<file path="src/rtl/sm_divider.sv">
// ---------------------------------------------------------------------------
// sm_divider
//   Sign-magnitude restoring divider. It divides a 21-bit sign-magnitude
//   dividend (multiplier product format) by an 11-bit sign-magnitude divisor.
//   The divider produces one quotient bit per clock, MSB first, over 20 RUN
//   cycles. A zero divisor magnitude skips RUN and finishes on the start edge.
//
//   Optional feature (build macro):
//     DIV_SATURATE_EN  - if defined, an overflowing quotient magnitude is
//                        clamped to 10'h3FF. If undefined, the quotient
//                        magnitude is the low 10 raw bits (truncated).
//                        The overflow flag and the Remainder are the same
//                        in both builds.
//
//   Ports
//     clk          in   1   rising-edge clock
//     rst          in   1   synchronous active-high reset
//     start        in   1   operation request, sampled only in IDLE
//     Dividend     in  21   bit 20 sign, bits 19:0 magnitude
//     Divisor      in  11   bit 10 sign, bits 9:0 magnitude
//     Quotient     out 11   bit 10 sign, bits 9:0 magnitude (registered)
//     Remainder    out 10   unsigned remainder magnitude (registered)
//     busy         out  1   high in RUN and DONE
//     done         out  1   one-cycle pulse, results valid
//     div_by_zero  out  1   divisor magnitude was zero (held until next done)
//     overflow     out  1   raw quotient exceeded 10 bits (held until next done)
// ---------------------------------------------------------------------------
module sm_divider (
   input  logic        clk,
   input  logic        rst,
   input  logic        start,
   input  logic [20:0] Dividend,
   input  logic [10:0] Divisor,
   output logic [10:0] Quotient,
   output logic [9:0]  Remainder,
   output logic        busy,
   output logic        done,
   output logic        div_by_zero,
   output logic        overflow
);

   typedef enum logic [1:0] {
      IDLE = 2'd0,
      RUN  = 2'd1,
      DONE = 2'd2
   } state_t;

   state_t      state;
   state_t      state_next;

   logic [19:0] dvd_sh;   // dividend bits still to be consumed, MSB first
   logic [19:0] quo;      // raw quotient bits gathered so far
   logic [9:0]  rem;      // partial remainder
   logic [9:0]  dvs;      // latched divisor magnitude
   logic        q_sign;   // latched sign of the quotient
   logic [4:0]  count;    // iteration index, 0..19

   logic        zero_dvs;
   logic        last_iter;

   logic [10:0] trial;
   logic [10:0] diff;
   logic        q_bit;
   logic [9:0]  rem_next;
   logic [19:0] quo_next;
   logic        ovf_raw;
   logic [9:0]  q_mag;

   assign zero_dvs  = (Divisor[9:0] == '0);
   assign last_iter = (count == 5'd19);

   // One restoring step. When the trial subtraction fails, trial is below
   // the divisor, so its top bit is zero and the low 10 bits are exact.
   always_comb begin
      trial    = {rem, dvd_sh[19]};
      diff     = trial - {1'b0, dvs};
      q_bit    = (trial >= {1'b0, dvs});
      rem_next = q_bit ? diff[9:0] : trial[9:0];
      quo_next = {quo[18:0], q_bit};
   end

   // The final step's bits are used directly, so the results register on
   // the same edge as the 20th iteration.
   always_comb begin
      ovf_raw = |quo_next[19:10];
`ifdef DIV_SATURATE_EN
      q_mag   = ovf_raw ? '1 : quo_next[9:0];
`else
      q_mag   = quo_next[9:0];
`endif
   end

   // State register
   always_ff @(posedge clk) begin
      if (rst)
         state <= IDLE;
      else
         state <= state_next;
   end

   // Next-state logic
   always_comb begin
      state_next = state;
      case (state)
         IDLE: begin
            if (start)
               state_next = zero_dvs ? DONE : RUN;
         end
         RUN: begin
            if (last_iter)
               state_next = DONE;
         end
         DONE:    state_next = IDLE;
         default: state_next = IDLE;
      endcase
   end

   // Output decode
   always_comb begin
      busy = (state != IDLE);
      done = (state == DONE);
   end

   // Datapath and result registers
   always_ff @(posedge clk) begin
      if (rst) begin
         dvd_sh      <= '0;
         quo         <= '0;
         rem         <= '0;
         dvs         <= '0;
         q_sign      <= 1'b0;
         count       <= '0;
         Quotient    <= '0;
         Remainder   <= '0;
         div_by_zero <= 1'b0;
         overflow    <= 1'b0;
      end else begin
         case (state)
            IDLE: begin
               if (start) begin
                  if (zero_dvs) begin
                     Quotient    <= {Dividend[20] ^ Divisor[10], 10'h3FF};
                     Remainder   <= '0;
                     div_by_zero <= 1'b1;
                     overflow    <= 1'b0;
                  end else begin
                     dvd_sh <= Dividend[19:0];
                     dvs    <= Divisor[9:0];
                     q_sign <= Dividend[20] ^ Divisor[10];
                     rem    <= '0;
                     quo    <= '0;
                     count  <= '0;
                  end
               end
            end
            RUN: begin
               dvd_sh <= {dvd_sh[18:0], 1'b0};
               rem    <= rem_next;
               quo    <= quo_next;
               count  <= count + 5'd1;
               if (last_iter) begin
                  // A zero magnitude never carries a sign.
                  Quotient    <= {q_sign & (q_mag != '0), q_mag};
                  Remainder   <= rem_next;
                  div_by_zero <= 1'b0;
                  overflow    <= ovf_raw;
               end
            end
            default: ;
         endcase
      end
   end

endmodule
</file>
<file path="config.mk">
export PLATFORM = sky130hd
export DESIGN_NAME = sm_divider
export DESIGN_NICKNAME = d
export VERILOG_FILES = /design/src/rtl/sm_divider.sv
export SDC_FILE = /design/constraint.sdc
export NUM_CORES = 1
export LEC_CHECK = 0
export ABC_CLOCK_PERIOD_IN_PS = 2060
export CELL_PAD_IN_SITES_DETAIL_PLACEMENT = 1
export CELL_PAD_IN_SITES_GLOBAL_PLACEMENT = 2
export CORE_ASPECT_RATIO = 0.5
export CORE_MARGIN = 2
export CORE_UTILIZATION = 30
export CTS_BUF_LIST = sky130_fd_sc_hd__clkbuf_2
export DETAILED_ROUTE_END_ITERATION = 10
export MAX_ROUTING_LAYER = met4
export PLACE_DENSITY = 0.87
export RECOVER_POWER = 50
export SLEW_MARGIN = 10
export SYNTH_ARGS = -nofsm -noshare
export SYNTH_HDL_FRONTEND = slang
export SYNTH_SLANG_ARGS = --single-unit
</file>
<file path="constraint.sdc">
create_clock -name clk -period 2.06 [get_ports clk]
set_input_delay 0.618 -clock clk [delete_from_list [all_inputs] [get_ports clk]]
set_output_delay 0.618 -clock clk [all_outputs]
set_load 0.03 [all_outputs]
</file>
Word-level counts from Yosys, hierarchy flattened
Index checks and enable logic that the tools add are counted.
- bits in registers: 90
- input bits: 35
- add/sub/neg operators: 2
- order comparisons: 1
- eq/ne operators: 7
- multiplexer cells: 33
- bitwise logic cells: 3
- reductions and logical operators: 10
- operators with widths (cell ; number):
    two-way mux 10 bit ; 6
    two-way mux 20 bit ; 2
    case mux 10 bit (2 select lines) ; 2
    case mux 20 bit (2 select lines) ; 1
    two-way mux 19 bit ; 2
    case mux 19 bit (2 select lines) ; 1
    two-way mux 11 bit ; 3
    case mux 11 bit (2 select lines) ; 1
    greater-or-equal comparator 11 x 10 -> 1 bit ; 1
    logical NOT 10 bit ; 1
    two-way mux 5 bit ; 2
    case mux 5 bit (2 select lines) ; 1
    nonzero test 10 bit ; 1
    OR reduction 10 bit ; 1
    subtractor 10 bit ; 1
    != test 2 bit, second input constant ; 4
    two-way mux 1 bit ; 6
    two-way mux 2 bit ; 3
    AND reduction 3 bit ; 2
    adder 5 x 1 -> 5 bit, second input constant ; 1
    equality test 5 bit, second input constant ; 1
    case mux 1 bit (2 select lines) ; 2
    case mux 2 bit (2 select lines) ; 1
    AND reduction 4 bit ; 1
    other kinds (8) ; 9

Longest topological paths before layout
Gate-level depths: netlist of run 1.
- depth in word-level cells: 5
- gate-level depth with buffers: 10

Worst setup path before layout of run 1
No wires, ideal clock.
- kind: flip-flop to flip-flop
- start: register dvd_sh[19]
- end: register rem[8]
- setup time: 117 ps
- arrival: 1961 ps
- path slack: -18 ps
- cell stages (with the launch flop): 10
- buffers on the path: 0
- period minus slack after synthesis: 2078 ps
- cells stage by stage: dfxtp_1 > inv_1 > ha_1 > fa_1 > nand2b_1 > a211oi_1 > nor3_1 > xnor2_1 > mux2_4 > a22o_1
- cells in the longest elaborated chain, start to end: 3
- RTL lines (what ; RTL line ; source):
    start, declared ; 51 ; logic [19:0] dvd_sh;
    start signal, assigned ; 147 ; dvd_sh <= Dividend[19:0];
    start signal, assigned ; 157 ; dvd_sh <= {dvd_sh[18:0], 1'b0};
    subtractor 10 bit or greater-or-equal comparator 11 x 10 -> 1 bit (tied branches) ; 76, 77 ;
    two-way mux 10 bit * ; 78 ; rem_next = q_bit ? diff[9:0] : trial[9:0];
    case mux 10 bit (2 select lines) * ; 138 ; case (state)
    end signal, assigned ; 158 ; rem <= rem_next;
    end, declared ; 53 ; logic [9:0] rem;
Mark *: on every way between the ends. The rest lies on a longest branch, timed or not.
A chain may end at the register's enable or synchronous reset.

Worst setup path after layout of run 1
Ends and elaborated chain as after synthesis.

==> impl_results.md, run 1 <==
* Htree depth at 3
* IO Port Bufs at 59
* Global-route wire length before repair at 19440 um
* Overall power at 5.023 mW
* Max-cap violations at 0
* Max clock buf depth at 2
* Tmin final at 2133 ps
* Worst slew margin at 68.82%
* Initial Util at 31.40%
* Final hold slack at 446.3 ps
* Sink Count at 90
* Slowest CP cell: dfxtp_2
* WS Path Type: reg -> reg
* Final WL at 11990 um
* RD Place Congestion at 0.8526
* DRT iter0 DRCs at 163
* Outcome: finished with violations
* Worst-Margin Slew at 467.2 ps
* CTS tree: yes
* CTS Buf Count at 9
* Initial antenna violation count at 0
* Post-synth EDFFs at 0
* Synth top area cells: dfxtp_1, nor2_1, nand2_1
* # setup viols final at 10
* Drt wl/cell at 15.68 um
* Fin nets at 637
* Post-Synthesis Cells at 469
* Final worst clock skew at 43.43 ps
* Synth cell types at 49
* CP endpoint kind: register
* Final hold violations at 0
* Top FF cell, synth: dfxtp_1
* Post-route core utilization at 44.86%
* Max FO, Critical Path at 2
* Failing checks: negative setup slack
* Post-Synthesis Cell Area at 4056 um2
* Area Growth Syn to Fin at 42.84%
* Max Transition Viols Final at 0
* Maximum clock frequency at 468.9 MHz
* Routed Antenna Nets at 0
* Worst path bufs/invs at 1
* Startpoint Class: register
* Largest net degree at the start of global routing at 42
* Family with the most delay on the worst path: adder cells
* Avg Cell Area, Syn at 8.649 um2
* Vias at 3788
* Die Span Y at 86.23 um
* Crit share post-route at 103.5%
* CTS clock-pin slew for the worst setup and hold paths at 270 ps
* VDD IR-drop max at 0.0002949 V
* Via density at 4.952
* Die area at 14520 um2
* DIE WIDTH at 168.4 um
* RSZ-0062 raised after global routing: yes
* CP Data Required Time at 2570 ps
* Post-Syn Nets at 516
* Congestion Overflow GR at 0
* Clk root buf: clkbuf_2
* Ports at 60
* Total track usage at 17.23%
* DRC violation count after routing at 0
* Crit-path cells: inv_2 -> ha_4 -> fa_2 -> nand2b_4 -> a211oi_2 -> nor3_2 -> xnor2_1 -> mux2_4 -> a22o_1
* Pwr dens at 866.8 nW/um2
* Leakage at 2.243 nW
* Final worst-path setup slack at -72.57 ps
* Hold Crit Class: in -> reg
* Arr. time, crit path at 2640 ps
* #FFs+latches synth at 90
* Core area at 12920 um2
* Setup TNS at -247.6 ps
* Synth warn at 0
* Vias in the first global route at 3861
* Share of cells above drive strength 1 at 30.92%
* Ys async rst share at 0%
* Antenna cells at 0
* Area leader, netlist: dfxtp_1
* Final HPWL DP at 8056 um
* Crit-path max cell delay at 420 ps
* Row cnt at 29
* Clk_lat worst skew at 590 ps
* Drt first pass iters at 4
* Synth top area share at 44.42%
* Register area share after synthesis at 44.42%
path summary, 6_finish.rpt:
path	end	slack [ps]	cells past startpoint	startpoint
min reg2reg	dvd_sh[7]	450	2	dvd_sh[6]
max reg2reg	rem[8]	-70	9	dvd_sh[19]
min	Remainder[4]	450	4	rst
max	rem[8]	-70	9	dvd_sh[19]
area by class of cell:
class                      instances  area, um2
tap                              170      212.7
timing repair buffer             138       1151
multi-input combinational        334       2405
inverter                          17      68.82
sequential                        90       1828
clock buffer                       9      45.04
clock inverter                     7      83.83
fill                            1502       7123
cells in the final DEF (no fill, tap or decap), types with 12 or more instances in the layout:
master,synthesis,final
clkdlybuf4s50_1,0,33
nand2_1,54,52
a211oi_1,13,12
a311oi_1,20,20
a21oi_1,25,24
nor2_1,90,87
a22oi_1,21,21
clkbuf_2,1,20
buf_4,0,69
dfxtp_2,0,12
clkdlybuf4s15_1,0,12
dfxtp_1,90,75
metal layers:
| metal | wire [um] | share of wire (%) | track usage (%) | vias up |
|---|---|---|---|---|
| met3 | 315 | 2.6 | 3.790 | 10 |
| met4 | 98 | 0.82 | 3.292 | 0 |
| met2 | 6040 | 50 | 30.86 | 51 |
| met1 | 5538 | 46 | 20.26 | 1827 |
| met5 | 0 | 0 | - | - |
| li1 | - | - | - | 1900 |
through the flow:
| step | worst slack (ps) | area (um2) | std cells |
|---|---|---|---|
| floorplan | 18.56 | 4059 | 469 |
| global placement | -330.8 | 5276 | 734 |
| detailed placement | -457.1 | 5276 | 734 |
| CTS | -94.20 | 5699 | 760 |
| global route | -159.4 | 5794 | 765 |
| finish | -72.57 | 5794 | 765 |
flip-flops by register name, summed over array words and instances (netlist names), 2 cells and up:
name,cells
count,5
state,2
dvd_sh,20
quo,19
Remainder,10
dvs,10
rem,10
Quotient,11
worst register-to-register path, cell delays in order, from the launching register on:
cell	delay [ps]
dfxtp_2	420
inv_2	60
ha_4	160
fa_2	380
nand2b_4	170
a211oi_2	220
nor3_2	70
xnor2_1	130
mux2_4	270
a22o_1	200
cells in the mapped netlist, types with 2 or more instances:
cell type / n
dfxtp_1: 90
nor2_1: 90
nand2_1: 54
a21oi_1: 25
a22oi_1: 21
clkbuf_1: 21
a311oi_1: 20
inv_1: 16
a211oi_1: 13
ha_1: 11
o21ai_1: 11
a22o_1: 10
mux2i_1: 10
nor3_1: 8
xnor2_1: 7
buf_2: 5
nand4_1: 5
nand2b_1: 4
nor4_1: 4
xor2_1: 4
a21oi_2: 3
a21o_1: 2
a31oi_1: 2
nand3_1: 2
nor2b_1: 2
nor4_2: 2
o21ai_0: 2
o21bai_1: 2
o31ai_4: 2
or2_2: 2
cells by family after synthesis:
group	count (synthesis)	share of synthesized area, %
xor+xnor	11	2.375
fa+ha+maj	12	3.886
compound gates	121	22.49
buf+inv	45	4.534
simple gates	179	19.46
mux	11	2.838
flops	90	44.42
report_power, final:
part           switching [mW]  internal [mW]  total [mW]
Sequential             0.0710           1.83        1.90
Combinational           0.985           1.13        2.11
Clock                   0.693          0.312        1.00
what timing repair did:
item                                    CTS  global route
hold buffers                              0             0
endpoints found under the setup margin   47            50
resized for setup                        91            60
pin swaps                                14            19
buffers inserted                         11             8
(Power assumes the default switching activity.)
==> inputs of run 2 (changes only) <==
- ABC_CLOCK_PERIOD_IN_PS: 2060 -> 2700
- CORE_UTILIZATION: 30 -> 36
- PLACE_DENSITY: 0.87 -> 0.95
- clock period: 2.06 -> 2.7 ns (I/O delays scaled with it)
==> impl_results.md, run 2 (synthesized netlist as in run 1, its figures left out) <==
* Final worst clock skew at 42.28 ps (-1.151 ps)
* Final WL at 9993 um (-17%)
* Htree depth at 3 (unchanged)
* Final HPWL DP at 7247 um (-10%)
* WS Path Type: in -> reg
* Congestion Overflow GR at 0 (unchanged)
* Max-cap violations at 0 (unchanged)
* Max Transition Viols Final at 0 (unchanged)
* # setup viols final at 0 (-10)
* Worst slew margin at 45.78% (-23 points)
* Fin nets at 574 (-9.9%)
* Total track usage at 17.94% (+0.72 points)
* DRT iter0 DRCs at 136 (-17%)
* CP Data Required Time at 3160 ps (+590 ps)
* Sink Count at 90 (unchanged)
* CTS hold repair buffers at 0 (unchanged)
* Die Span Y at 79.06 um (-8.3%)
* Startpoint Class: input pin
* Post-route core utilization at 44.89% (about the same)
* DIE WIDTH at 154.1 um (-8.5%)
* Row cnt at 27 (-6.9%)
* Vias at 3495 (-7.7%)
* Initial antenna violation count at 0 (unchanged)
* Via density at 5.162 (+4.3%)
* Leakage at 1.859 nW (-17%)
* VDD IR-drop max at 0.0001940 V (-34%)
* Clk root buf: clkbuf_2
* Final worst-path setup slack at 191.0 ps (+263.5 ps)
* Crit share post-route at 92.93%
* Antenna cells at 0 (unchanged)
* Hold Crit Class: reg -> reg
* IO Port Bufs at 59 (unchanged)
* Max clock buf depth at 2 (unchanged)
* Max reg flops at 20 (unchanged)
* Final hold violations at 0 (unchanged)
* Filler Cell Count at 1288 (-14%)
* DRC violation count after routing at 0 (unchanged)
* CTS Buf Count at 9 (unchanged)
* Pwr dens at 601.8 nW/um2 (-31%)
* Reg with most FFs: dvd_sh
* CP endpoint kind: register
* Drt first pass iters at 4 (unchanged)
* Ports at 60 (unchanged)
* Routed Antenna Nets at 0 (unchanged)
* Share of cells above drive strength 1 at 8.647% (-22 points)
* Drt wl/cell at 14.76 um (-5.8%)
* Die area at 12180 um2 (-16%)
* CTS clock-pin slew for the worst setup and hold paths at 260 ps (about the same)
* Global-route wire length before repair at 17190 um (-12%)
* Final hold slack at 474.7 ps (+28.39 ps)
* Setup WS pre-CTS at -104.4 ps (+352.7 ps)
* Dpl cell area at 4870 um2 (-7.7%)
* Vias in the first global route at 3579 (-7.3%)
* Maximum clock frequency at 398.6 MHz
* Initial Util at 36.95% (+5.5 points)
* Design area at 4928 um2 (-15%)
* Arr. time, crit path at 2970 ps (+330 ps)
* Core area at 10980 um2 (-15%)
* Worst-Margin Slew at 810.3 ps (+343.1 ps)
* RD Place Congestion at 0.7830 (-8.2%)
* Clk_lat worst skew at 540 ps (-50 ps)
* Area Growth Syn to Fin at 21.50%
* Tmin final at 2509 ps
* Largest net degree at the start of global routing at 61 (+45%)
* Largest regs: dvd_sh x20, quo x19, Quotient x11
* Outcome: complete, no violations
* CTS tree: yes
* Max FO, Critical Path at 10 (+8)
* RSZ-0062 raised after global routing: no
* Most frequent cells in the layout: dfxtp_1, nor2_1, clkdlybuf4s50_1
[run 2: cell types whose count changed in the layout (fill, tap and decap cells not counted), sizes merged]
| cell | delta |
|---|---|
| buf | -63 |
| clkdlybuf4s50 | +22 |
| clkdlybuf4s15 | -13 |
| clkbuf | -11 |
| inv | -4 |
| clkinv | +3 |
| clkinvlp | +2 |
| bufinv | -1 |
| dlygate4sd2 | +1 |
| dlygate4sd3 | +1 |
[run 2: critical path: stages]
cell	delay, ps
dlygate4sd3_1	560
nor4_1	540
clkbuf_1	220
a41oi_4	240
nor2_1	170
clkbuf_2	260
a22o_1	170
[run 2: path summary, 6_finish.rpt]
check	startpoint	endpoint	slack, ps	depth (start not counted)
setup / recovery	Divisor[3]	rem[9]	190	7
hold / removal	Remainder[6]	Remainder[6]	470	2
setup reg to reg	dvs[4]	rem[0]	300	9
hold reg to reg	Remainder[6]	Remainder[6]	470	2
[run 2: cell type report]
cell class	instances	area, um2	share of cell area, %
clock buffer	9	45.04	0.9139
sequential	90	1802	36.56
multi-input combinational	334	2078	42.17
clock inverter	7	43.79	0.8885
inverter	17	63.81	1.295
tap	145	181.4	3.681
timing repair buffer	75	714.4	14.50
[run 2: repair_timing]
| action | 4_1_cts | 5_1_grt |
|---|---|---|
| buffers inserted | 0 | 0 |
| endpoints found under the setup margin | 2 | 0 |
| resized for setup | 2 | 0 |
| hold endpoints to repair | 0 | 0 |
[run 2: through the flow]
step	setup TNS, ps	total power, mW	cells
finish	0	2.966	677
global route	0	3.171	677
CTS	0	3.027	677
detailed placement	-846.9	2.426	661
global placement	-395.5	2.401	661
floorplan	0	2.168	469
[run 2: power breakdown]
part / internal [mW] / total [mW] / leakage [nW] / switching, mW
sequential: 1.40 / 1.44 / 0.733 / 0.0438
combinational: 0.421 / 0.949 / 1.08 / 0.528
clock: 0.116 / 0.578 / 0.0510 / 0.462
total: 1.93 / 2.97 / 1.86 / 1.03
[run 2: metal layers]
layer | track usage (%) | share of wire [%]
met5 | - | 0
met1 | 21.24 | 46
met3 | 3.548 | 2.5
met2 | 31.61 | 50
met4 | 4.953 | 0.68
==> inputs of run 3 (changes only) <==
- PLACE_DENSITY: 0.95 -> not set
- PLACE_DENSITY_LB_ADDON: not set -> 0.3
==> impl_results.md, run 3 (synthesized netlist as in run 1, its figures left out) <==
* Outcome: complete, no violations
* Area Growth Syn to Fin at 22.33%
* Final hold violations at 0 (unchanged)
* Largest regs: dvd_sh x20, quo x19, Quotient x11
* Vias at 3517 (+0.63%)
* Max-cap violations at 0 (unchanged)
* # setup viols final at 0 (unchanged)
* Ports at 60 (unchanged)
* Initial antenna violation count at 0 (unchanged)
* Worst Reg-to-Reg Cells at 8 (-1)
* Final worst clock skew at 27.04 ps (-15.24 ps)
* Most frequent cells in the layout: dfxtp_1, nor2_1, clkdlybuf4s50_1
* Routed Antenna Nets at 0 (unchanged)
* GRT Max-Usage Layer: met2
* Max reg flops at 20 (unchanged)
* CTS Buf Count at 9 (unchanged)
* WS Path Type: in -> reg
* CP Data Required Time at 3190 ps (+30 ps)
* Core area at 10980 um2 (unchanged)
* Share of cells above drive strength 1 at 10.37% (+1.7 points)
* Max Transition Viols Final at 0 (unchanged)
* Setup TNS at 0 ps (unchanged)
* Pwr dens at 593.3 nW/um2 (-1.4%)
* Via density at 5.134 (-0.55%)
* Row cnt at 27 (unchanged)
* Max clock buf depth at 2 (unchanged)
* Fin nets at 583 (+1.6%)
* CTS hold repair buffers at 0 (unchanged)
* Startpoint Class: input pin
* Logic gate share of total power at 31.4% (-0.6 points)
* Commonest non-fill, non-tap cell in the layout: dfxtp_1
* Sequential power share at 48.9% (+0.4 points)
* Worst slew margin at 55.55% (+9.8 points)
* DIE WIDTH at 154.1 um (unchanged)
* Leakage at 1.890 nW (+1.7%)
* P_int at 1.918 mW (-0.77%)
* RD Place Congestion at 0.7877 (+0.60%)
* Reg with most FFs: dvd_sh
* Hold Path Depth at 2 (unchanged)
* DRT iter0 DRCs at 151 (+11%)
* Final HPWL DP at 7057 um (-2.6%)
* Largest net degree at the start of global routing at 52 (-15%)
* Arr. time, crit path at 3040 ps (+70 ps)
* Clk root buf: clkbuf_2
* Drt wl/cell at 14.46 um (-2.0%)
* Worst-Margin Slew at 664.3 ps (-145.9 ps)
* Met3 usage at 4.640% (+1.1 points)
* Drt first pass iters at 4 (unchanged)
* Crit share post-route at 94.41% (+1.5 points)
* Hold Crit Class: reg -> reg
* Met1 Usage GRT at 22.90% (+1.7 points)
* Initial Util at 36.95% (unchanged)
* CP endpoint kind: register
* Antenna cells at 0 (unchanged)
* Post_cts resized at 2 (unchanged)
* CTS tree: yes
* IO Port Bufs at 59 (unchanged)
* Maximum clock frequency at 392.3 MHz (-1.6%)
* Setup Buffers After CTS at 0 (unchanged)
* Vias in the first global route at 3459 (-3.4%)
* Final WL at 9904 um (-0.89%)
* CTS clock-pin slew for the worst setup and hold paths at 250 ps (about the same)
* Global-route wire length before repair at 16790 um (-2.3%)
* Met2 Resource Use GR at 27.71% (-3.9 points)
* Total track usage at 17.63% (-0.32 points)
* Tmin final at 2549 ps (+39.95 ps)
* Die area at 12180 um2 (unchanged)
* Post-route core utilization at 45.20% (+0.31 points)
* Congestion Overflow GR at 0 (unchanged)
* Max FO, Critical Path at 38 (+28)
* Clk_lat worst skew at 570 ps (+30 ps)
* Net Sw Frac at 34.86% (about the same)
* VDD IR-drop max at 0.0001739 V (-10%)
* RSZ-0062 raised after global routing: no
* Die Span Y at 79.06 um (unchanged)
* Htree depth at 3 (unchanged)
* DRC violation count after routing at 0 (unchanged)
* Clock power share at 19.8% (+0.3 points)
* Sink Count at 90 (unchanged)
* Psw at 1.026 mW (-0.67%)
[run 3: changes by cell type in the layout (fill, tap and decap cells not counted), moves of 2 or more]
cell     change
buf_4        +9
buf_12       -2
o21ai_0      -2
o21ai_1      +2
[run 3: metrics by stage]
step                      hold WS, ps  power, mW  instances  area [um2]  setup WS [ps]
after global placement          441.9      2.400        670        4950         -22.05
after global routing            502.3      3.142        685        4962          29.13
final                           468.8      2.944        685        4962          151.0
after floorplan                 446.2      2.168        469        4056          576.4
after detailed placement        448.4      2.414        670        4950         -96.20
after CTS                       475.7      3.007        685        5029          167.3
[run 3: worst paths after layout]
path                                   start           end  slack, ps
worst max register to register        rem[3]  Remainder[6]        180
worst min-delay path            Remainder[4]  Remainder[4]        470
worst max-delay path              Divisor[9]    dvd_sh[18]        150
worst min register to register  Remainder[4]  Remainder[4]        470
[run 3: power groups by stage]
stage	combinational, mW	sequential, mW	clock, mW
5_1_grt	1.02	1.45	0.674
3_5_place_dp	0.949	1.46	0
3_3_place_gp	0.937	1.46	0
4_1_cts	0.954	1.44	0.613
2_1_floorplan	0.716	1.45	0
6_report	0.923	1.44	0.582
[run 3: layout make-up]
cell class / instances / area (um2)
Tap cell: 145 / 181.4
Clock buffer: 10 / 50.05
Clock inverter: 5 / 31.28
Timing Repair Buffer: 84 / 759.5
Multi-Input combinational cell: 334 / 2074
Inverter: 17 / 63.81
Sequential cell: 90 / 1802
Fill cell: 1311 / 6017
[run 3: worst max-delay path, cell delays in order]
cell	delay, ps
dlygate4sd3_1	560
nor4_1	520
buf_4	210
a41oi_2	240
clkbuf_4	390
a311oi_1	290
[run 3: routing by layer]
layer	up-vias	part of all wire [%]
met2	38	45
met1	1679	52
met5	-	0
li1	1796	-
met3	4	3.0
met4	0	0.51
